`config.mk`:
```
export PLATFORM = sky130hd
export DESIGN_NAME = mem_lsu
export DESIGN_NICKNAME = d
export VERILOG_FILES = /design/src/rtl/mem_lsu.sv
export SDC_FILE = /design/constraint.sdc
export NUM_CORES = 1
export LEC_CHECK = 0
export ABC_CLOCK_PERIOD_IN_PS = 2200
export CORE_AREA = 2 2 110 112
export DETAILED_ROUTE_END_ITERATION = 6
export DIE_AREA = 0 0 112 114
export PLACE_DENSITY_LB_ADDON = 0.1
export RECOVER_POWER = 100
export SYNTH_ARGS = -nofsm -noshare
export SYNTH_HDL_FRONTEND = slang
export SYNTH_SLANG_ARGS = --single-unit
export TNS_END_PERCENT = 10
```
`constraint.sdc`:
```
create_clock -name clk -period 2.2 [get_ports clk]
set_clock_uncertainty 0.1 [all_clocks]
set_input_delay 0.33 -clock clk [delete_from_list [all_inputs] [get_ports clk]]
set_output_delay 0.33 -clock clk [all_outputs]
set_load 0.01 [all_outputs]
```
`src/rtl/mem_lsu.sv`:
```
// Memory-stage load/store unit. Turns one M-stage load or store into a single
// word-aligned bus transaction with byte enables, stalls the pipeline until the
// bus completes, and returns aligned, sign- or zero-extended load data.
module mem_lsu (
  input  logic        clk,
  input  logic        reset,        // asynchronous, active-low
  input  logic        MemWriteM,
  input  logic [1:0]  ResultSrcM,
  input  logic        RegWriteM,
  input  logic [31:0] ALUResultM,
  input  logic [31:0] WriteDataM,
  input  logic [2:0]  funct3M,
  output logic        mem_req,
  output logic        mem_we,
  output logic [31:0] mem_addr,
  output logic [3:0]  mem_be,
  output logic [31:0] mem_wdata,
  input  logic        mem_ready,
  input  logic [31:0] mem_rdata,
  output logic [31:0] ReadDataM,
  output logic        StallM,
  output logic        AccessFaultM
);

  typedef enum logic [1:0] {IDLE, REQ, DONE} state_t;

  state_t      state_q, state_d;
  logic        access;
  logic        legal_f3;
  logic        misaligned;
  logic        legal;
  logic [3:0]  be_d;
  logic [31:0] wdata_d;
  logic [2:0]  funct3_q;
  logic [1:0]  off_q;
  logic [7:0]  rd_byte;
  logic [15:0] rd_half;
  logic [31:0] rd_fmt;

  // RegWriteM does not influence the LSU; it is only carried on the port list.
  logic unused_regwrite;
  assign unused_regwrite = RegWriteM;

  // Decode the M-stage instruction: access type, legality and bus encoding.
  always_comb begin
    // NOTE: every signal written here gets a default first, so no path can
    // leave it unassigned and infer a latch.
    access     = MemWriteM | (ResultSrcM == 2'b01);
    legal_f3   = 1'b0;
    misaligned = 1'b0;
    be_d       = 4'b1111;
    wdata_d    = 32'h0;

    case (funct3M)
      3'b000, 3'b001, 3'b010: legal_f3 = 1'b1;
      3'b100, 3'b101:         legal_f3 = ~MemWriteM;  // unsigned forms are load-only
      default:                legal_f3 = 1'b0;
    endcase

    case (funct3M[1:0])
      2'b01:   misaligned = ALUResultM[0];
      2'b10:   misaligned = |ALUResultM[1:0];
      default: misaligned = 1'b0;
    endcase

    if (MemWriteM) begin
      case (funct3M[1:0])
        2'b00: begin
          be_d    = 4'b0001 << ALUResultM[1:0];
          wdata_d = {4{WriteDataM[7:0]}};
        end
        2'b01: begin
          be_d    = ALUResultM[1] ? 4'b1100 : 4'b0011;
          wdata_d = {2{WriteDataM[15:0]}};
        end
        default: begin
          be_d    = 4'b1111;
          wdata_d = WriteDataM;
        end
      endcase
    end

    legal = legal_f3 & ~misaligned;
  end

  // State register.
  always_ff @(posedge clk or negedge reset) begin
    // NOTE: sequential state is assigned with non-blocking assignments so every
    // flop samples pre-edge values regardless of statement order.
    if (!reset) state_q <= IDLE;
    else        state_q <= state_d;
  end

  // Next-state logic: one request per access, one DONE cycle to release the pipe.
  always_comb begin
    state_d = state_q;
    case (state_q)
      IDLE:    if (access && legal) state_d = REQ;
      REQ:     if (mem_ready)       state_d = DONE;
      DONE:    state_d = IDLE;
      default: state_d = IDLE;
    endcase
  end

  // Capture the bus transaction when a legal access is accepted in IDLE.
  always_ff @(posedge clk or negedge reset) begin
    if (!reset) begin
      mem_we    <= 1'b0;
      mem_addr  <= 32'h0;
      mem_be    <= 4'b0;
      mem_wdata <= 32'h0;
      funct3_q  <= 3'b0;
      off_q     <= 2'b0;
    end else if (state_q == IDLE && access && legal) begin
      mem_we    <= MemWriteM;
      mem_addr  <= {ALUResultM[31:2], 2'b00};
      mem_be    <= be_d;
      mem_wdata <= wdata_d;
      funct3_q  <= funct3M;
      off_q     <= ALUResultM[1:0];
    end
  end

  // Pick the addressed lane out of the returned word and extend it.
  always_comb begin
    case (off_q)
      2'd0:    rd_byte = mem_rdata[7:0];
      2'd1:    rd_byte = mem_rdata[15:8];
      2'd2:    rd_byte = mem_rdata[23:16];
      default: rd_byte = mem_rdata[31:24];
    endcase
    rd_half = off_q[1] ? mem_rdata[31:16] : mem_rdata[15:0];
    case (funct3_q)
      3'b000:  rd_fmt = {{24{rd_byte[7]}}, rd_byte};
      3'b001:  rd_fmt = {{16{rd_half[15]}}, rd_half};
      3'b100:  rd_fmt = {24'h0, rd_byte};
      3'b101:  rd_fmt = {16'h0, rd_half};
      default: rd_fmt = mem_rdata;
    endcase
  end

  // Load result register: updated only when a load completes on the bus.
  always_ff @(posedge clk or negedge reset) begin
    if (!reset)                                    ReadDataM <= 32'h0;
    else if (state_q == REQ && mem_ready && !mem_we) ReadDataM <= rd_fmt;
  end

  // Handshake and pipeline control. Stall and fault are qualified by reset so
  // the pipeline is never held, nor a fault raised, while the unit is in reset.
  always_comb begin
    mem_req      = (state_q == REQ);
    StallM       = reset & (((state_q == IDLE) & access & legal) | (state_q == REQ));
    AccessFaultM = reset & (state_q == IDLE) & access & ~legal;
  end

endmodule

```
Word-level counts from Yosys, hierarchy flattened --
Cells that the tools add are included.
Word-level totals: flip-flop bits (word level) 106, word-level logic and storage cells 64
Operators by class: equal/unequal tests 15, shift-type cells 1, mux-type cells 13, bitwise gates (word level) 12, reductions and logical operators 15
Operator list (number):
- one-hot mux 32 bit (4 select lines) | 1
- one-hot mux 32 bit (2 select lines) | 1
- two-way mux 32 bit | 1
- one-hot mux 8 bit (3 select lines) | 1
- two-way mux 16 bit | 1
- == test 3 bit (second input constant) | 4
- == test 2 x 1 -> 1 bit (second input constant) | 4
- two-way mux 4 bit | 2
- one-hot mux 4 bit (2 select lines) | 1
- bitwise AND 1 bit | 7
- == test 3 x 1 -> 1 bit (second input constant) | 2
- logical NOT 2 bit | 3
- logical NOT 3 bit | 2
- logical AND 1 bit | 5
- == test 2 bit (second input constant) | 2
- two-way mux 2 bit | 2
- one-hot mux 1 bit (2 select lines) | 2
- one-hot mux 2 bit (2 select lines) | 1
- OR reduction 2 bit | 2
- left shift 1 x 2 -> 4 bit (first input constant) | 1
- == test 3 x 2 -> 1 bit (second input constant) | 1
- inverter 1 bit | 3
- OR reduction 3 bit | 1
- != test 2 x 1 -> 1 bit (second input constant) | 1
- other kinds (4) | 5

Logic depth before layout (Yosys ltp) --
Gate-level depths: netlist (run 1).
depth after elaboration 7, depth in mapped cells 9, gate-level depth less buffers 6

Worst setup path before layout (run 1) --
Ideal clock, no wire load.
kind input to output, start point input port funct3M[1], end point output port StallM, data arrival time 1.770 ns, required time 1.770 ns, setup slack 0.000 ns, stages on the path 9, buffers on the path 3, cell sequence inv_1 ha_1 buf_2 nor3_1 o22ai_1 nand3_1 buf_6 buf_2 a21boi_0
On the way: word-level cells in the longest chain between the ends 7, elaborated cells between the ends (all ways) 16, classes of those cells eq/ne (6); mux (2); bitwise (5); reduce/logical (3)
Ends and longest elaborated chain:
- start, declared | line 12 | input logic [2:0] funct3M,
- == test 3 x 1 -> 1 bit (tied with other cells) | line 54 | case (funct3M)
- OR reduction 3 bit (tied with other cells) | line 54
- one-hot mux 1 bit (2 select lines) / inverter 1 bit (equally long branches) | line 54, 83
- bitwise AND 1 bit (*) | line 83 | legal = legal_f3 & ~misaligned;
- bitwise AND 1 bit (*) | line 152 | StallM = reset & (((state_q == IDLE) & access & legal) | (state_q == REQ));
- bitwise OR 1 bit (*) | line 152
- bitwise AND 1 bit (*) | line 152
- end, declared | line 21 | output logic StallM,
Mark *: on every way between the ends. The rest lies on a longest branch, timed or not.

Worst setup path after layout (run 1) --
Same ends and word-level chain as after synthesis.

==> impl_metrics.toml, run 1 <==
[status]
outcome = "finished, final reports clean"

[global_routing]
met2_usage_pct = 38.3
grt_util_met3_pct = 6.59
top_usage_layer = "met2"
grtUsageTotal_pct = 23.5
overflow = 0
antenna_found_initial = 0
grt_util_met1_pct = 29.6
grt_max_degree = 53
grt_pass1_wl_um = 23700
grt_pass1_vias = 4590

[route]
drt_iter0_drc = 217
ant_nets = 0
drc_errors = 0
avgRoutedWirePerCell_um = 18.2
vias = 4409
drt_pass1_iterations = 4
vias_per_cell = 5.39
routed_wl_um = 14900

[critical_path]
crit_start = "funct3M[1]"
reg2reg_from = "off_q[1]"
required_ns = 1.77
end_kind = "output port"
crit_path_end = "StallM"
critPathLaunchType = "input port"
path_class = "input port to output port"
worst-endpoint-arrival_ns = 1.65
rrSetupSlack_ns = 0.21
r2r_end = "ReadDataM[24]"
rr_worst_depth = 4
path_max_fanout = 4

[timing]
fin_ws_ns = 0.117
setup_tns_ns = 0
holdWs_ns = 0.379
max_freq_mhz = 480
maxSlewHeadroom_pct = 33.6
fin_crit_ns = 2.08
hold_viol_final = 0
setup_viol = 0
finalMaxSlewViolations = 0
tightest_slew_ns = 0.996
rsz0062_at_grt = "false"
period_share_pct = 94.7

[power]
switching_share_pct = 33.8
switching_power_mw = 2.77
ir_worst_vdd_v = 0.000602
p_comb_share_pct = 42.5
pwr-share-seq_pct = 38.7
clkPwrFrac_pct = 18.8
internal_power_mw = 5.42
leakagePower_nw = 3.27
powerDensity_nw_per_um2 = 1080

[place]
place_congestion = 0.883
dp_slack_ns = -0.708
port_buffers = 206
hpwl_um = 11100
dp_cells = 802

[floorplan]
die-height_um = 114
std_cell_rows = 40
die_x_um = 112
io_pins = 210
dieArea_um2 = 12800
core_area_um2 = 11700
start_util_pct = 41.8

[synth]
synth_area_um2 = 4900
synthArstFlopShare_pct = 100
yosys_register_bits = 106
yosysSeqAreaShare_pct = 54.2
avgSynthCellArea_um2 = 11.1
yosysWarningCount = 0
netlist_instances = 441
synth_edf_count = 0
yosysUniqueCellTypes = 44
synth_ff_type = "dfrtp_1"

[worst_hold_path]
hold_path.class = "register to register"

[clock_tree]
clkSlewWorstSetupHoldPaths_ns = 0.06
insertion_delay_ns = 0.35
cts_tree = "done"
post_cts_buffers = 0
numCtsBuffers = 9
cts_buffer_depth = 2
cts_sinks = 106
cts-root-buf = "clkbuf_16"
h-tree-depth = 3

[final_layout]
final_core_util_pct = 64.7
multi_input_area_um2 = 2070
fillCellCount = 992
ff_latch_area_um2 = 2650
drive_above_1_share_pct = 13.9
num_antenna_cells = 0
fin_cells = 818
area_growth_pct = 54.9
layout.nets = 776

[run]
drv_cap = 0
==> cell type report <==
cell class / instances / share of cell area (%)
inverter: 11 / 0.545
multi-input combinational: 293 / 27.3
sequential: 106 / 35.0
clock buffer: 11 / 3.33
tap: 147 / 2.43
timing repair buffer: 246 / 31.0
clock inverter: 4 / 0.363
==> flip-flops by register name, summed over array words and instances, names as in the netlist <==
| register | count |
|---|---|
| mem_wdata | 32 |
| off_q | 2 |
| funct3_q | 3 |
| state_q | 2 |
| mem_be | 4 |
| ReadDataM | 32 |
| mem_addr | 30 |
| mem_we | 1 |
==> how the worst min path moves through the flow <==
stage / start / to / depth (start not counted)
6_report: ReadDataM[12] / ReadDataM[12] / 2
5_1_grt: mem_wdata[10] / mem_wdata[10] / 1
4_1_cts: ReadDataM[2] / ReadDataM[2] / 2
3_5_place_dp: reset / mem_be[2] / 2
3_3_place_gp: reset / mem_wdata[27] / 2
2_1_floorplan: reset / ReadDataM[0] / 0
==> worst max-delay path: stages <==
cell           delay, ns
dlygate4sd2_1       0.26
buf_4               0.16
ha_2                0.18
o211a_1             0.15
a31oi_4             0.19
nand3_4             0.09
a21boi_1            0.13
clkbuf_2            0.16
==> cell usage after synthesis (12+ instances only) <==
master / n / share of area, %
mux2i_1: 14 / 2.9
nor2_1: 12 / 0.92
dfrtp_1: 106 / 54
o2bb2ai_1: 24 / 4.3
o21ai_0: 58 / 5.9
o211ai_1: 17 / 2.6
nand2_1: 33 / 2.5
a21oi_1: 30 / 3.1
mux2_2: 30 / 6.9
clkbuf_1: 15 / 1.1
==> power groups by stage <==
stage	logic (mW)	registers, mW	clock network [mW]
2_1_floorplan	1.38	3.49	0
3_3_place_gp	3.73	3.22	0
3_5_place_dp	3.80	3.24	0
4_1_cts	3.82	3.22	1.58
5_1_grt	3.78	3.29	1.66
6_report	3.48	3.17	1.54
==> cell usage in the layout, fill, tap and decap left out, types with 3 or more instances in the layout <==
| cell | n |
|---|---|
| dfrtp_1 | 106 |
| dlygate4sd3_1 | 102 |
| clkdlybuf4s50_1 | 100 |
| o21ai_0 | 58 |
| nand2_1 | 33 |
| a21oi_1 | 30 |
| mux2_2 | 30 |
| buf_4 | 30 |
| o2bb2ai_1 | 24 |
| o211ai_1 | 17 |
| mux2i_1 | 14 |
| nor2_1 | 12 |
| clkbuf_16 | 9 |
| o22ai_1 | 8 |
| a22oi_1 | 8 |
| a22o_1 | 8 |
| inv_1 | 7 |
| or3_1 | 7 |
| and3_1 | 5 |
| clkbuf_1 | 5 |
| a32oi_1 | 4 |
| clkbuf_2 | 4 |
| nor2b_1 | 3 |
| mux2_1 | 3 |
==> per-stage QoR <==
step           area (µm²)  total power [mW]
5_1_grt              7580              8.73
6_report             7580              8.20
2_1_floorplan        4900              4.87
4_1_cts              7620              8.62
3_5_place_dp         7300              7.04
3_3_place_gp         7300              6.95
==> layer usage <==
layer  up-vias  share of wire, %
li1       2091                 -
met1      2116                41
met2       179                49
met3        23               7.9
met4         0               2.5
met5         -                 0
==> kinds of logic after synthesis <==
logic type                 synth area share (%)
other                                    0.0766
and+or+nand+nor                            7.00
muxes                                      11.1
AOI/OAI and AO/OA                          22.4
DFF                                        54.2
buffers and inverters                      4.45
adders and majority gates                 0.767
==> repair_timing <==
| item | CTS | global route |
|---|---|---|
| hold buffers | 1 | 0 |
| resized for setup | 21 | 0 |
| endpoints found under the hold margin | 42 | 0 |
| endpoints found under the setup margin | 37 | 0 |
Power figures use the tool's default switching activity.
==> run 2, diff against run 1 <==
- CELL_PAD_IN_SITES_DETAIL_PLACEMENT: unset -> 1
- CELL_PAD_IN_SITES_GLOBAL_PLACEMENT: unset -> 2
- CORE_AREA: 2 2 110 112 -> 2 2 143 145
- DIE_AREA: 0 0 112 114 -> 0 0 145 147
==> run 2 against run 1 <==
  * Register-to-register slack got worse by 0.06 ns
  * Hold slack got worse by 0.12 ns
  * Sequential power about the same
  * Design area increased by 2.8%
  * Sequential share of layout area decreased by 0.95 points
  * Final cell count increased by 16%
  * Non-clock buffer count increased by 5
  * Count of clock-buffer cells in the layout decreased by 2
  * Highest routed layer is now met5
  * Sequential cell count unchanged
  * First-iteration DRC count decreased by 35%
  * Wire length increased by 20%
==> impl_metrics.toml, run 2 (synthesis gave the netlist of run 1 again) <==
[route]
vias_per_cell = 4.64
ant_nets = 0
routed_wl_um = 17800
drc_errors = 0
drt_iter0_drc = 141
vias = 4391
drt_pass1_iterations = 4
avgRoutedWirePerCell_um = 18.8

[final_layout]
fin_cells = 947
drive_above_1_share_pct = 14.9
reg_top3 = "ReadDataM x32, mem_wdata x32, mem_addr x30"
num_antenna_cells = 0
final_common_cell = "dfrtp_1"
final_cell_mix = "106 x dfrtp_1, 101 x dlygate4sd3_1, 101 x clkdlybuf4s50_1"
layout.nets = 781
area_growth_pct = 59.2
final_core_util_pct = 39.3
fillCellCount = 2159

[critical_path]
crit_start = "mem_rdata[31]"
crit_family = "buffers and inverters"
critPathLaunchType = "input port"
required_ns = 2.33
path_class = "input port to register"
worst_path_max_delay_cell = "dlygate4sd3_1"
crit_buf_inv = 2
cp_cell_sequence = "dlygate4sd3_1 -> mux4_2 -> a211oi_1 -> buf_4 -> o21ai_0"
end_kind = "register"
reg2reg_from = "off_q[1]"
path_max_fanout = 10
rrSetupSlack_ns = 0.15
cpPeakStageDelay_ns = 0.60
worst-endpoint-arrival_ns = 2.32

[timing]
max_freq_mhz = 456
finalMaxSlewViolations = 0
tightest_slew_ns = 1.22
setup_tns_ns = 0
rsz0062_at_grt = "false"
hold_viol_final = 0
period_share_pct = 99.7
setup_viol = 0
maxSlewHeadroom_pct = 18.7
fin_crit_ns = 2.19

[clock_tree]
cts-root-buf = "clkbuf_16"
cts_buffer_depth = 2
cts_tree = "done"
h-tree-depth = 3
numCtsBuffers = 9
clkSlewWorstSetupHoldPaths_ns = 0.08
insertion_delay_ns = 0.36
cts_sinks = 106

[place]
port_buffers = 206
place_congestion = 0.767
hpwl_um = 13400
dp_cells = 929

[global_routing]
grtUsageTotal_pct = 16.8
grt_max_degree = 52
grt_pass1_vias = 4876
overflow = 0
grt_pass1_wl_um = 28200
antenna_found_initial = 1

[floorplan]
core_area_um2 = 19800
std_cell_rows = 52
io_pins = 210
start_util_pct = 24.7
dieArea_um2 = 21300
die_x_um = 145
die-height_um = 147

[status]
outcome = "finished, final reports clean"

[power]
leakagePower_nw = 3.31
totalPowerFinal_mw = 8.52
powerDensity_nw_per_um2 = 1090
ir_worst_vdd_v = 0.000434

[worst_hold_path]
hold_path.class = "input port to asynchronous set/reset pin"

[run]
drv_cap = 0
==> run 2: path summary, 6_finish.rpt <==
path | to | depth (start not counted)
hold reg to reg | ReadDataM[0] | 2
setup reg to reg | ReadDataM[7] | 5
hold / removal | mem_wdata[20] | 2
setup / recovery | ReadDataM[29] | 5
min in group clk | ReadDataM[0] | 2
max in group asynchronous | mem_wdata[6] | 3
==> run 2: area by class of cell <==
type | instances | area, µm² | area share [%]
Clock buffer | 9 | 225 | 2.89
Multi-Input combinational cell | 293 | 2060 | 26.4
Inverter | 11 | 41.3 | 0.530
Clock inverter | 7 | 86.3 | 1.11
Sequential cell | 106 | 2650 | 34.0
Timing Repair Buffer | 251 | 2390 | 30.7
Tap cell | 270 | 338 | 4.33
==> run 2: power by group <==
| part | internal, mW | leakage [nW] | switching (mW) | total, mW |
|---|---|---|---|---|
| clock | 0.907 | 0.150 | 0.829 | 1.74 |
| sequential | 2.70 | 1.28 | 0.502 | 3.20 |
| combinational | 1.93 | 1.88 | 1.65 | 3.59 |
| total | 5.54 | 3.31 | 2.98 | 8.52 |
==> run 2: stage by stage <==
step | worst slack, ns | area [µm²] | hold WS, ns
after floorplan | 0.000500 | 4900 | -0.0656
after global placement | -0.797 | 7490 | 0.0641
after detailed placement | -0.807 | 7490 | 0.0688
after CTS | 0.0225 | 7830 | 0.273
after global routing | 0.00366 | 7790 | 0.282
final | 0.00674 | 7790 | 0.258
==> run 2: layer usage <==
layer	wire length, µm	vias to the layer above	track usage (%)
li1	-	2082	-
met1	7730	2156	21.0
met2	8610	130	28.4
met3	1160	21	5.16
met4	248	2	4.70
met5	13	-	0
==> run 2: repair_timing <==
| item | CTS | global route |
|---|---|---|
| endpoints found under the hold margin | 5 | 0 |
| resized for setup | 19 | 2 |
| hold buffers | 1 | 0 |
| buffers inserted | 1 | 0 |
| pin swaps | 2 | 1 |
| endpoints found under the setup margin | 46 | 1 |
==> run 2: worst reg2reg max path: cells and delay by family, from the launching register on <==
family	cells	cell delay, ns
DFF	1	0.39
buffers and inverters	2	0.68
and+or+nand+nor	1	0.56
AOI/OAI and AO/OA	2	0.21
==> run 3, diff against run 2 <==
- ABC_CLOCK_PERIOD_IN_PS: 2200 -> 2000
- CORE_AREA: 2 2 143 145 -> 2 2 149 151
- DIE_AREA: 0 0 145 147 -> 0 0 151 153
- SLEW_MARGIN: unset -> 15
- clock period: 2.2 -> 2 ns (I/O delays scaled with it)
==> run 3 against run 2 <==
  * Sequential power grew 11%
  * Design area is 1.0% higher
  * Non-clock buffer count is 4 higher
  * Hold slack worse by 0.10 ns
  * Critical path type is now register to output port
  * Largest cell class unchanged
  * Largest power group unchanged
==> impl_metrics.toml, run 3 (synthesis gave the netlist of run 1 again) <==
[route]
avgRoutedWirePerCell_um = 18.6
drt_iter0_drc = 132
vias = 4494
routed_wl_um = 17900
ant_nets = 0
drt_pass1_iterations = 4
vias_per_cell = 4.67
drc_errors = 0

[place]
hpwl_um = 13500
port_buffers = 206
place_congestion = 0.736
dp_cells = 943

[clock_tree]
numCtsBuffers = 9
insertion_delay_ns = 0.35
clkSlewWorstSetupHoldPaths_ns = 0.07
cts_sinks = 106
cts-root-buf = "clkbuf_16"
cts_tree = "done"
h-tree-depth = 3
cts_buffer_depth = 2

[power]
ir_worst_vdd_v = 0.000511
leakagePower_nw = 3.27
powerDensity_nw_per_um2 = 1210
pwr-share-seq_pct = 37.1
p_comb_share_pct = 44.9
switching_power_mw = 3.23
clkPwrFrac_pct = 18.0
internal_power_mw = 6.34
switching_share_pct = 33.7

[timing]
setup_viol = 0
hold_viol_final = 0
period_share_pct = 95.5
setup_tns_ns = 0
max_freq_mhz = 523
finalMaxSlewViolations = 0
fin_crit_ns = 1.91
tightest_slew_ns = 0.693
maxSlewHeadroom_pct = 53.8

[floorplan]
dieArea_um2 = 23100
io_pins = 210
die-height_um = 153
die_x_um = 151
core_area_um2 = 21500
std_cell_rows = 54
start_util_pct = 22.8

[critical_path]
required_ns = 1.60
worst-endpoint-arrival_ns = 1.51
end_kind = "output port"
reg2reg_from = "off_q[1]"
crit_start = "state_q[1]"
path_class = "register to output port"
rr_worst_depth = 4
path_max_fanout = 4
critPathLaunchType = "register"

[final_layout]
drive_above_1_share_pct = 16.9
final_core_util_pct = 36.7
final_common_cell = "clkdlybuf4s50_1"
reg_top3 = "ReadDataM x32, mem_wdata x32, mem_addr x30"
fin_cells = 962
layout.nets = 785
final_cell_mix = "198 x clkdlybuf4s50_1, 106 x dfrtp_1, 58 x o21ai_0"
area_growth_pct = 60.9

[global_routing]
antenna_found_initial = 2
grt_pass1_vias = 4830
overflow = 0
grt_pass1_wl_um = 27700
grt_max_degree = 54
grtUsageTotal_pct = 15.5

[status]
outcome = "finished, final reports clean"

[worst_hold_path]
hold_path.class = "input port to asynchronous set/reset pin"

[run]
drv_cap = 0
-- run 3: cell types whose count changed in the layout (fill, tap and decap cells not counted), moves of 3 or more --
| cell | previous run | this run |
|---|---|---|
| dlygate4sd3_1 | 101 | 1 |
| clkdlybuf4s50_1 | 101 | 198 |
| buf_4 | 36 | 41 |
| clkinv_4 | 3 | 0 |
| mux2_1 | 3 | 0 |
| mux2_4 | 0 | 3 |
-- run 3: path summary, 6_finish.rpt --
check | slack [ns] | to
max | 0.09 | StallM
max reg2reg | 0.19 | ReadDataM[25]
max in group asynchronous | 0.50 | mem_addr[30]
min in group clk | 0.29 | funct3_q[1]
min | 0.15 | state_q[0]
min reg2reg | 0.38 | ReadDataM[0]
-- run 3: power groups by stage --
stage,combinational [mW],sequential (mW),clock (mW)
2_1_floorplan,1.52,3.84,0
3_3_place_gp,4.29,3.57,0
3_5_place_dp,4.36,3.60,0
4_1_cts,4.37,3.57,1.82
5_1_grt,4.67,3.67,1.89
6_report,4.29,3.55,1.73
-- run 3: worst max-delay path, cell delays in order (launching register included) --
cell      delay (ns)
dfrtp_1         0.42
nor2_2          0.16
o21a_1          0.22
nand3_4         0.10
a21boi_2        0.12
buf_2           0.14
-- run 3: repair_timing --
item | in CTS | in global routing
cloned | 0 | 0
resized for setup | 25 | 6
pin swaps | 0 | 3
hold buffers | 1 | 0
buffers inserted | 0 | 1
hold endpoints to repair | 11 | 0
endpoints found under the setup margin | 76 | 2
-- run 3: metrics by stage --
| step | hold slack, ns | area [µm²] | power (mW) | setup slack [ns] |
|---|---|---|---|---|
| 2_1_floorplan | -0.0956 | 4900 | 5.36 | -0.0178 |
| 3_3_place_gp | 0.00883 | 7550 | 7.86 | -0.833 |
| 3_5_place_dp | 0.0137 | 7550 | 7.95 | -0.859 |
| 4_1_cts | 0.0606 | 7880 | 9.77 | 0.00430 |
| 5_1_grt | 0.264 | 7880 | 10.2 | -0.00498 |
| 6_report | 0.153 | 7880 | 9.57 | 0.0895 |
-- run 3: per-layer routing --
metal  vias up  GRT usage [%]  part of all wire (%)
met5         -              0                     0
met4         0           3.96                   1.5
met3        12           5.07                   6.6
met2       137           25.0                    47
met1      2246           20.1                    45
li1       2099              -                     -
-- run 3: layout make-up --
class | count | area, µm²
Sequential cell | 106 | 2650
Multi-Input combinational cell | 293 | 2110
Timing Repair Buffer | 255 | 2440
Inverter | 11 | 43.8
Tap cell | 280 | 350
Fill cell | 2430 | 13600
Clock inverter | 4 | 26.3
Clock buffer | 11 | 253
Antenna cell | 2 | 5.00
